**src/rtl/cla_acc_pkg.sv**
```systemverilog
// Shared types and elaboration helpers for the CLA stream accumulator.
package cla_acc_pkg;

    typedef enum logic [1:0] {
        ST_IDLE  = 2'd0,
        ST_ACCUM = 2'd1,
        ST_HOLD  = 2'd2
    } acc_state_t;

    // Operands are zero-extended into the accumulator, so it must be at least as wide.
    function automatic bit acc_width_ok(input int width, input int acc_width);
        return acc_width >= width;
    endfunction

endpackage

```
**src/rtl/carry_lookahead_adder.sv**
```systemverilog
// Unsigned carry-lookahead adder; o_result[WIDTH] is the carry-out.
module carry_lookahead_adder #(
    parameter int WIDTH = 4
) (
    input  logic [WIDTH-1:0] i_add1,
    input  logic [WIDTH-1:0] i_add2,
    output logic [WIDTH:0]   o_result
);

    logic [WIDTH-1:0] gen;
    logic [WIDTH-1:0] prop;
    logic [WIDTH:0]   carry;
    logic             chain;

    assign gen  = i_add1 & i_add2;
    assign prop = i_add1 ^ i_add2;

    // Every carry is a flat sum-of-products of generate/propagate terms (no ripple).
    always_comb begin
        carry = '0;
        chain = 1'b1;
        for (int i = 0; i < WIDTH; i++) begin
            for (int j = 0; j <= i; j++) begin
                chain = 1'b1;
                for (int k = j + 1; k <= i; k++) begin
                    chain = chain & prop[k];
                end
                carry[i+1] = carry[i+1] | (gen[j] & chain);
            end
        end
    end

    assign o_result = {carry[WIDTH], prop ^ carry[WIDTH-1:0]};

endmodule

```
**src/rtl/cla_stream_accumulator.sv**
```systemverilog
// Reduces each valid/ready burst of operands to one registered sum with
// sticky overflow and a saturating beat count, held until downstream accepts.
module cla_stream_accumulator
    import cla_acc_pkg::*;
#(
    parameter int WIDTH     = 3,
    parameter int ACC_WIDTH = 5,
    parameter int CNT_WIDTH = 4
) (
    input  logic                 i_clk,
    input  logic                 i_rst_n,
    input  logic                 i_valid,
    output logic                 o_ready,
    input  logic [WIDTH-1:0]     i_data,
    input  logic                 i_last,
    output logic                 o_valid,
    input  logic                 i_ready,
    output logic [ACC_WIDTH-1:0] o_sum,
    output logic                 o_overflow,
    output logic [CNT_WIDTH-1:0] o_count
);

    localparam bit WIDTH_OK = acc_width_ok(WIDTH, ACC_WIDTH);

    acc_state_t           state_q;
    acc_state_t           state_d;
    logic                 accept;
    logic                 in_idle;

    logic [ACC_WIDTH-1:0] add1;
    logic [ACC_WIDTH-1:0] add2;
    logic [ACC_WIDTH:0]   add_res;

    logic [ACC_WIDTH-1:0] acc_q;
    logic                 ovf_acc_q;
    logic [CNT_WIDTH-1:0] cnt_acc_q;
    logic                 ovf_next;
    logic [CNT_WIDTH-1:0] cnt_next;

    logic [ACC_WIDTH-1:0] sum_q;
    logic                 ovf_q;
    logic [CNT_WIDTH-1:0] cnt_q;

    function automatic logic [CNT_WIDTH-1:0] sat_inc(input logic [CNT_WIDTH-1:0] v);
        return (&v) ? v : v + CNT_WIDTH'(1);
    endfunction

    assign in_idle = (state_q == ST_IDLE);
    assign accept  = i_valid && o_ready;

    // Starting a burst from IDLE feeds zero instead of the stale accumulator.
    assign add1 = in_idle ? '0 : acc_q;
    assign add2 = WIDTH_OK ? ACC_WIDTH'(i_data) : '0;

    carry_lookahead_adder #(
        .WIDTH (ACC_WIDTH)
    ) u_adder (
        .i_add1   (add1),
        .i_add2   (add2),
        .o_result (add_res)
    );

    assign ovf_next = (in_idle ? 1'b0 : ovf_acc_q) | add_res[ACC_WIDTH];
    assign cnt_next = in_idle ? CNT_WIDTH'(1) : sat_inc(cnt_acc_q);

    always_comb begin
        state_d = state_q;
        o_ready = 1'b0;
        o_valid = 1'b0;
        case (state_q)
            ST_IDLE, ST_ACCUM: begin
                o_ready = 1'b1;
                if (accept) begin
                    state_d = i_last ? ST_HOLD : ST_ACCUM;
                end
            end
            ST_HOLD: begin
                o_valid = 1'b1;
                if (i_ready) begin
                    state_d = ST_IDLE;
                end
            end
            default: state_d = ST_IDLE;
        endcase
    end

    always_ff @(posedge i_clk or negedge i_rst_n) begin
        if (!i_rst_n) begin
            state_q <= ST_IDLE;
        end else begin
            state_q <= state_d;
        end
    end

    // Running totals update on every beat; the result copy only on the closing beat,
    // so the presented result survives while the next burst accumulates.
    always_ff @(posedge i_clk or negedge i_rst_n) begin
        if (!i_rst_n) begin
            acc_q     <= '0;
            ovf_acc_q <= 1'b0;
            cnt_acc_q <= '0;
            sum_q     <= '0;
            ovf_q     <= 1'b0;
            cnt_q     <= '0;
        end else if (accept) begin
            acc_q     <= add_res[ACC_WIDTH-1:0];
            ovf_acc_q <= ovf_next;
            cnt_acc_q <= cnt_next;
            if (i_last) begin
                sum_q <= add_res[ACC_WIDTH-1:0];
                ovf_q <= ovf_next;
                cnt_q <= cnt_next;
            end
        end
    end

    assign o_sum      = sum_q;
    assign o_overflow = ovf_q;
    assign o_count    = cnt_q;

endmodule

```
**config.mk**
```make
export PLATFORM = sky130hd
export DESIGN_NAME = cla_stream_accumulator
export DESIGN_NICKNAME = d
export VERILOG_FILES = /design/src/rtl/cla_acc_pkg.sv /design/src/rtl/carry_lookahead_adder.sv /design/src/rtl/cla_stream_accumulator.sv
export SDC_FILE = /design/constraint.sdc
export NUM_CORES = 1
export LEC_CHECK = 0
export CORE_MARGIN = 4
export CORE_UTILIZATION = 55
export CTS_CLUSTER_DIAMETER = 200
export DETAILED_ROUTE_END_ITERATION = 7
export HOLD_SLACK_MARGIN = 0.15
export PLACE_DENSITY = 0.93
export SLEW_MARGIN = 10
export SYNTH_ARGS = -nofsm -noshare
export SYNTH_HDL_FRONTEND = slang
export SYNTH_SLANG_ARGS = --single-unit
```
**constraint.sdc**
```tcl
create_clock -name i_clk -period 3.1 [get_ports i_clk]
set_input_delay 0.31 -clock i_clk [delete_from_list [all_inputs] [get_ports i_clk]]
set_output_delay 0.31 -clock i_clk [all_outputs]
set_load 0.1 [all_outputs]
```
Yosys cells after proc, flatten, opt, wreduce, memory -nomap -nowiden
Index checks and enable logic that the tools add are counted.
W data, S select, Z words.

storage, ports and cells
  flip-flop bits (word level) = 22
  input bits = 8
  word-level logic and storage cells = 58

cells by class
  add/subtract/negate cells = 1
  equality and inequality tests = 4
  multiplexer cells = 10
  bitwise logic cells = 30
  reductions and logical operators = 6

operator list
  operator               number
  $and A1 B1 Y1          16
  $or A1 B1 Y1           11
  $mux W4                2
  $mux W2                3
  $and A5 B3 Y5          1
  $mux W5                1
  $xor A5 B3 Y5          1
  $xor A5 B5 Y5          1
  $add A4 B1 Y4 const B  1
  $ne A2 B2 Y1 const B   2
  $pmux W2 S2            1
  $reduce_and A2 Y1      2
  $reduce_and A4 Y1      1
  $mux W1                3
  $eq A2 B1 Y1 const B   1
  $eq A2 B2 Y1 const B   1
  $logic_not A2 Y1       1
  $reduce_or A2 Y1       1
  $logic_and A1 B1 Y1    1

Logic depth before layout (Yosys ltp)
  depth after elaboration = 12
  mapped depth = 8

Modules after synthesis
From an unflattened synthesis, not the netlist that was laid out.

unflattened totals
  cell total of the unflattened synthesis = 100
  area total of the unflattened synthesis = 1172.4 µm²

modules (own cells, without submodules)
  module                  instances  cells an instance  area an instance (µm²)  sequential area each (µm²)
  cla_stream_accumulator  1          82                 1012.2                  550.5
  carry_lookahead_adder   1          18                 160.2                   0.0

Worst setup path before layout
No wires, ideal clock.

  path type = reg2out
  from = register state_q[1]
  to = output port o_valid
  arrival time = 2.264 ns
  data required time = 2.790 ns
  path slack = 0.526 ns
  cell stages (with the launch flop) = 3
  path buffers = 0
  path through = dfrtp_1 inv_1 nor2_1

on the way
  cells in the longest elaborated chain, start to end = 2

ends and longest elaborated chain
  item                    RTL line                      text
  from (decl)             cla_stream_accumulator.sv:25  acc_state_t state_q;
  from (signal assigned)  cla_stream_accumulator.sv:91  state_q <= state_d;
  $eq A2 B2 Y1            cla_stream_accumulator.sv:70  case (state_q)
  $mux W1                 cla_stream_accumulator.sv:70
  to (decl)               cla_stream_accumulator.sv:16  output logic o_valid,

Every way passes these cells.

Final worst setup path
  from = register sum_q[3], in the netlist o_sum[3]
  to = output port o_sum[3]

RTL lines
  item                    RTL line                       text
  from (decl)             cla_stream_accumulator.sv:40   logic [ACC_WIDTH-1:0] sum_q;
  from (signal assigned)  cla_stream_accumulator.sv:110  sum_q <= add_res[ACC_WIDTH-1:0];
  to (decl)               cla_stream_accumulator.sv:18   output logic [ACC_WIDTH-1:0] o_sum,

No word-level cell between the ends.

==> impl_metrics.sql <==
INSERT INTO impl_metrics (metric_group, metric, value, unit) VALUES
('synthesis', 'parity_gate_share_of_the_synthesized_area_counting_xor_and_xnor_cells', '0.01510', ''),
('layout', 'stdcell_count', '161', ''),
('synthesis', 'synthesis_warnings', '0', ''),
('cts', 'ctsResizeCount', '0', ''),
('synthesis', 'share_of_flip_flops_with_an_asynchronous_set_or_reset_after_synthesis', '1.000', ''),
('cts', 'cts.sinks', '22', ''),
('synthesis', 'syn-num-nets', '127', ''),
('global_routing', 'grt_pass1_wl', '4084', 'um'),
('critical_path', 'critPathMaxFanout', '2', ''),
('critical_path', 'crit_type', 'reg -> out', ''),
('layout', 'nFillCells', '135', ''),
('cts', 'clock_insertion_delay_at_the_later_pin_of_the_skew_report', '0.32', 'ns'),
('global_routing', 'grt_pass1_vias', '920', ''),
('place', 'placed_cell_area', '1358', 'um2'),
('floorplan', 'num_io_pins', '20', ''),
('pwr', 'leakage', '0.6380', 'nW'),
('pwr', 'internal-power', '0.7064', 'mW'),
('sta', 'layout_worst_path_cycle_share', '0.7014', ''),
('sta', 'timing.max_slew.rel_slack', '0.3546', ''),
('place', 'io_buffer_count', '19', ''),
('pwr', 'combinationalPowerShare', '0.512', ''),
('outcome', 'outcome', 'finished clean', ''),
('flow_run', 'max_cap_viol_count', '0', ''),
('critical_path', 'critical_path_cell_by_cell', 'clkdlybuf4s50_1', ''),
('routing', 'first_pass_iters', '4', ''),
('critical_path', 'critical_path_cell_count', '1', ''),
('synthesis', 'post_synth_inst_count', '114', ''),
('sta', 'tns', '0', 'ns'),
('global_routing', 'grt_start_max_net_pins', '23', ''),
('critical_path', 'cp_slowest_cell', 'sky130_fd_sc_hd__clkdlybuf4s50_1', ''),
('sta', 'fin_worst_hold_slack', '0.4962', 'ns'),
('global_routing', 'globalRouteTotalUtil', '0.1955', ''),
('pwr', 'share_seq_of_total_power', '0.328', ''),
('routing', 'wirelength', '2274', 'um'),
('routing', 'vias', '945', ''),
('synthesis', 'synth_fa_ha_area_frac', '0.06041', ''),
('cts', 'root_buffer', 'sky130_fd_sc_hd__clkbuf_4', ''),
('sta', 'grt_setup_unrepaired', 'no', ''),
('routing', 'detail_route.vias_per_cell', '5.870', ''),
('sta', 'fmax', '0.4599', 'GHz'),
('critical_path', 'critical-path-top-delay-family', 'buffers and inverters', ''),
('cts', 'htree_num_levels', '1', ''),
('synthesis', 'synth_enable_flop_cells', '0', ''),
('critical_path', 'crit_required', '2.79', 'ns'),
('cts', 'clock_path_buffers', '2', ''),
('critical_path', 'critical_path.startpoint_type', 'flip-flop', ''),
('pwr', 'sw_frac_of_total', '0.4876', ''),
('floorplan', 'initial_utilization', '0.5852', ''),
('synthesis', 'synth-seq-area-share', '0.4746', ''),
('routing', 'drt-wirelength-per-cell', '14.12', 'um'),
('worst_hold_path', 'min_path_type', 'in -> async', ''),
('critical_path', 'r2r.worst_path.cells', '6', ''),
('sta', 'timing.final.ws_setup', '0.9258', 'ns'),
('place', 'dp_hpwl', '1699', 'um'),
('routing', 'drc_marker_count_from_the_first_detailed_route_iteration', '18', ''),
('sta', 'final.setup_skew', '0.002566', 'ns'),
('pwr', 'net-switching-power', '0.6721', 'mW'),
('floorplan', 'design.core.area', '1982', 'um2'),
('layout', 'final_cell_mix', 'sky130_fd_sc_hd__dfrtp_1 (22), sky130_fd_sc_hd__nand2_1 (17), sky130_fd_sc_hd__clkdlybuf4s50_1 (17)', ''),
('sta', 'setup_viol', '0', ''),
('critical_path', 'critical-path-max-stage-delay', '1.15', 'ns'),
('place', 'pre_cts_slack', '0.9698', 'ns'),
('synthesis', 'synth_simple_gate_area_share', '0.1683', ''),
('synthesis', 'synth.lib_cells_used.distinct', '39', ''),
('cts', 'clk_pin_slew', '0.12', 'ns'),
('routing', 'remaining_drcs', '0', ''),
('layout', 'nNetsFinal', '148', ''),
('synthesis', 'ys_seq_elements', '22', ''),
('synthesis', 'synth.avg_cell_area', '10.17', 'um2'),
('routing', 'antenna_violating_nets_left', '0', ''),
('layout', 'area_delta_synth_final', '21.57', '%');
registers in the layout, indices dropped and copies added, names as in the netlist:
name        flops
acc_q           5
o_sum           5
cnt_acc_q       4
o_count         4
state_q         2
o_overflow      1
ovf_acc_q       1
cell usage after synthesis, drive strengths merged (3+ instances only):
library cell | n | area, um2
o211ai | 4 | 40.03
nand2 | 17 | 63.81
mux2i | 4 | 40.04
and2 | 3 | 18.77
o21ai | 13 | 65.06
nor2 | 7 | 26.28
inv | 5 | 18.76
dfrtp | 22 | 550.5
ha | 4 | 50.05
a21oi | 4 | 20.02
buf | 3 | 21.27
logic make-up after synthesis:
kind of cell / after synthesis
AO/OA/AOI/OAI: 34
XOR/XNOR: 2
adder cells (fa/ha/maj): 5
buffers and inverters: 8
flip-flops: 22
multiplexers: 5
AND/OR/NAND/NOR: 38
metal layers:
metal  vias up  wire (um)  track usage
met5         -          0            0
li1        453          -            -
met3         7        149      0.03324
met2        35       1133       0.3347
met1       450        948       0.2433
met4         0         43      0.07660
cell type report:
type                            count  area (um2)  area share
Multi-Input combinational cell     84       569.3      0.4037
Sequential cell                    22       550.5      0.3904
Timing Repair Buffer               19       185.2      0.1313
Tap cell                           27       33.78     0.02396
Clock inverter                      1       30.03     0.02130
Clock buffer                        3       22.52     0.01597
Inverter                            5       18.77     0.01331
power groups by stage:
stage	Combinational [mW]	Clock (mW)	Sequential, mW
2_1_floorplan	0.244	0	0.752
3_3_place_gp	0.695	0	0.448
3_5_place_dp	0.706	0	0.456
4_1_cts	0.709	0.224	0.452
5_1_grt	0.754	0.239	0.467
6_report	0.706	0.220	0.452
through the flow:
step	power, mW	utilization
after floorplan	0.9967	-
after global placement	1.142	0.6850
after detailed placement	1.162	0.6850
after CTS	1.385	0.7115
after global routing	1.460	0.7115
final	1.378	0.7115
path summary, 6_finish.rpt:
| path | startpoint | endpoint | slack, ns |
|---|---|---|---|
| min reg2reg | o_count[2]$_DFFE_PN0P_ | o_count[2]$_DFFE_PN0P_ | 0.50 |
| max reg2reg | state_q[1]$_DFFE_PN0P_ | o_overflow$_DFFE_PN0P_ | 0.95 |
| min | i_rst_n | cnt_acc_q[3]$_DFFE_PN0P_ | 0.50 |
| max | o_sum[3]$_DFFE_PN0P_ | o_sum[3] | 0.93 |
| min in group i_clk | o_count[2]$_DFFE_PN0P_ | o_count[2]$_DFFE_PN0P_ | 0.50 |
| max in group asynchronous | i_rst_n | acc_q[4]$_DFFE_PN0P_ | 2.04 |
Note: power is estimated with default switching activity, not from simulation.
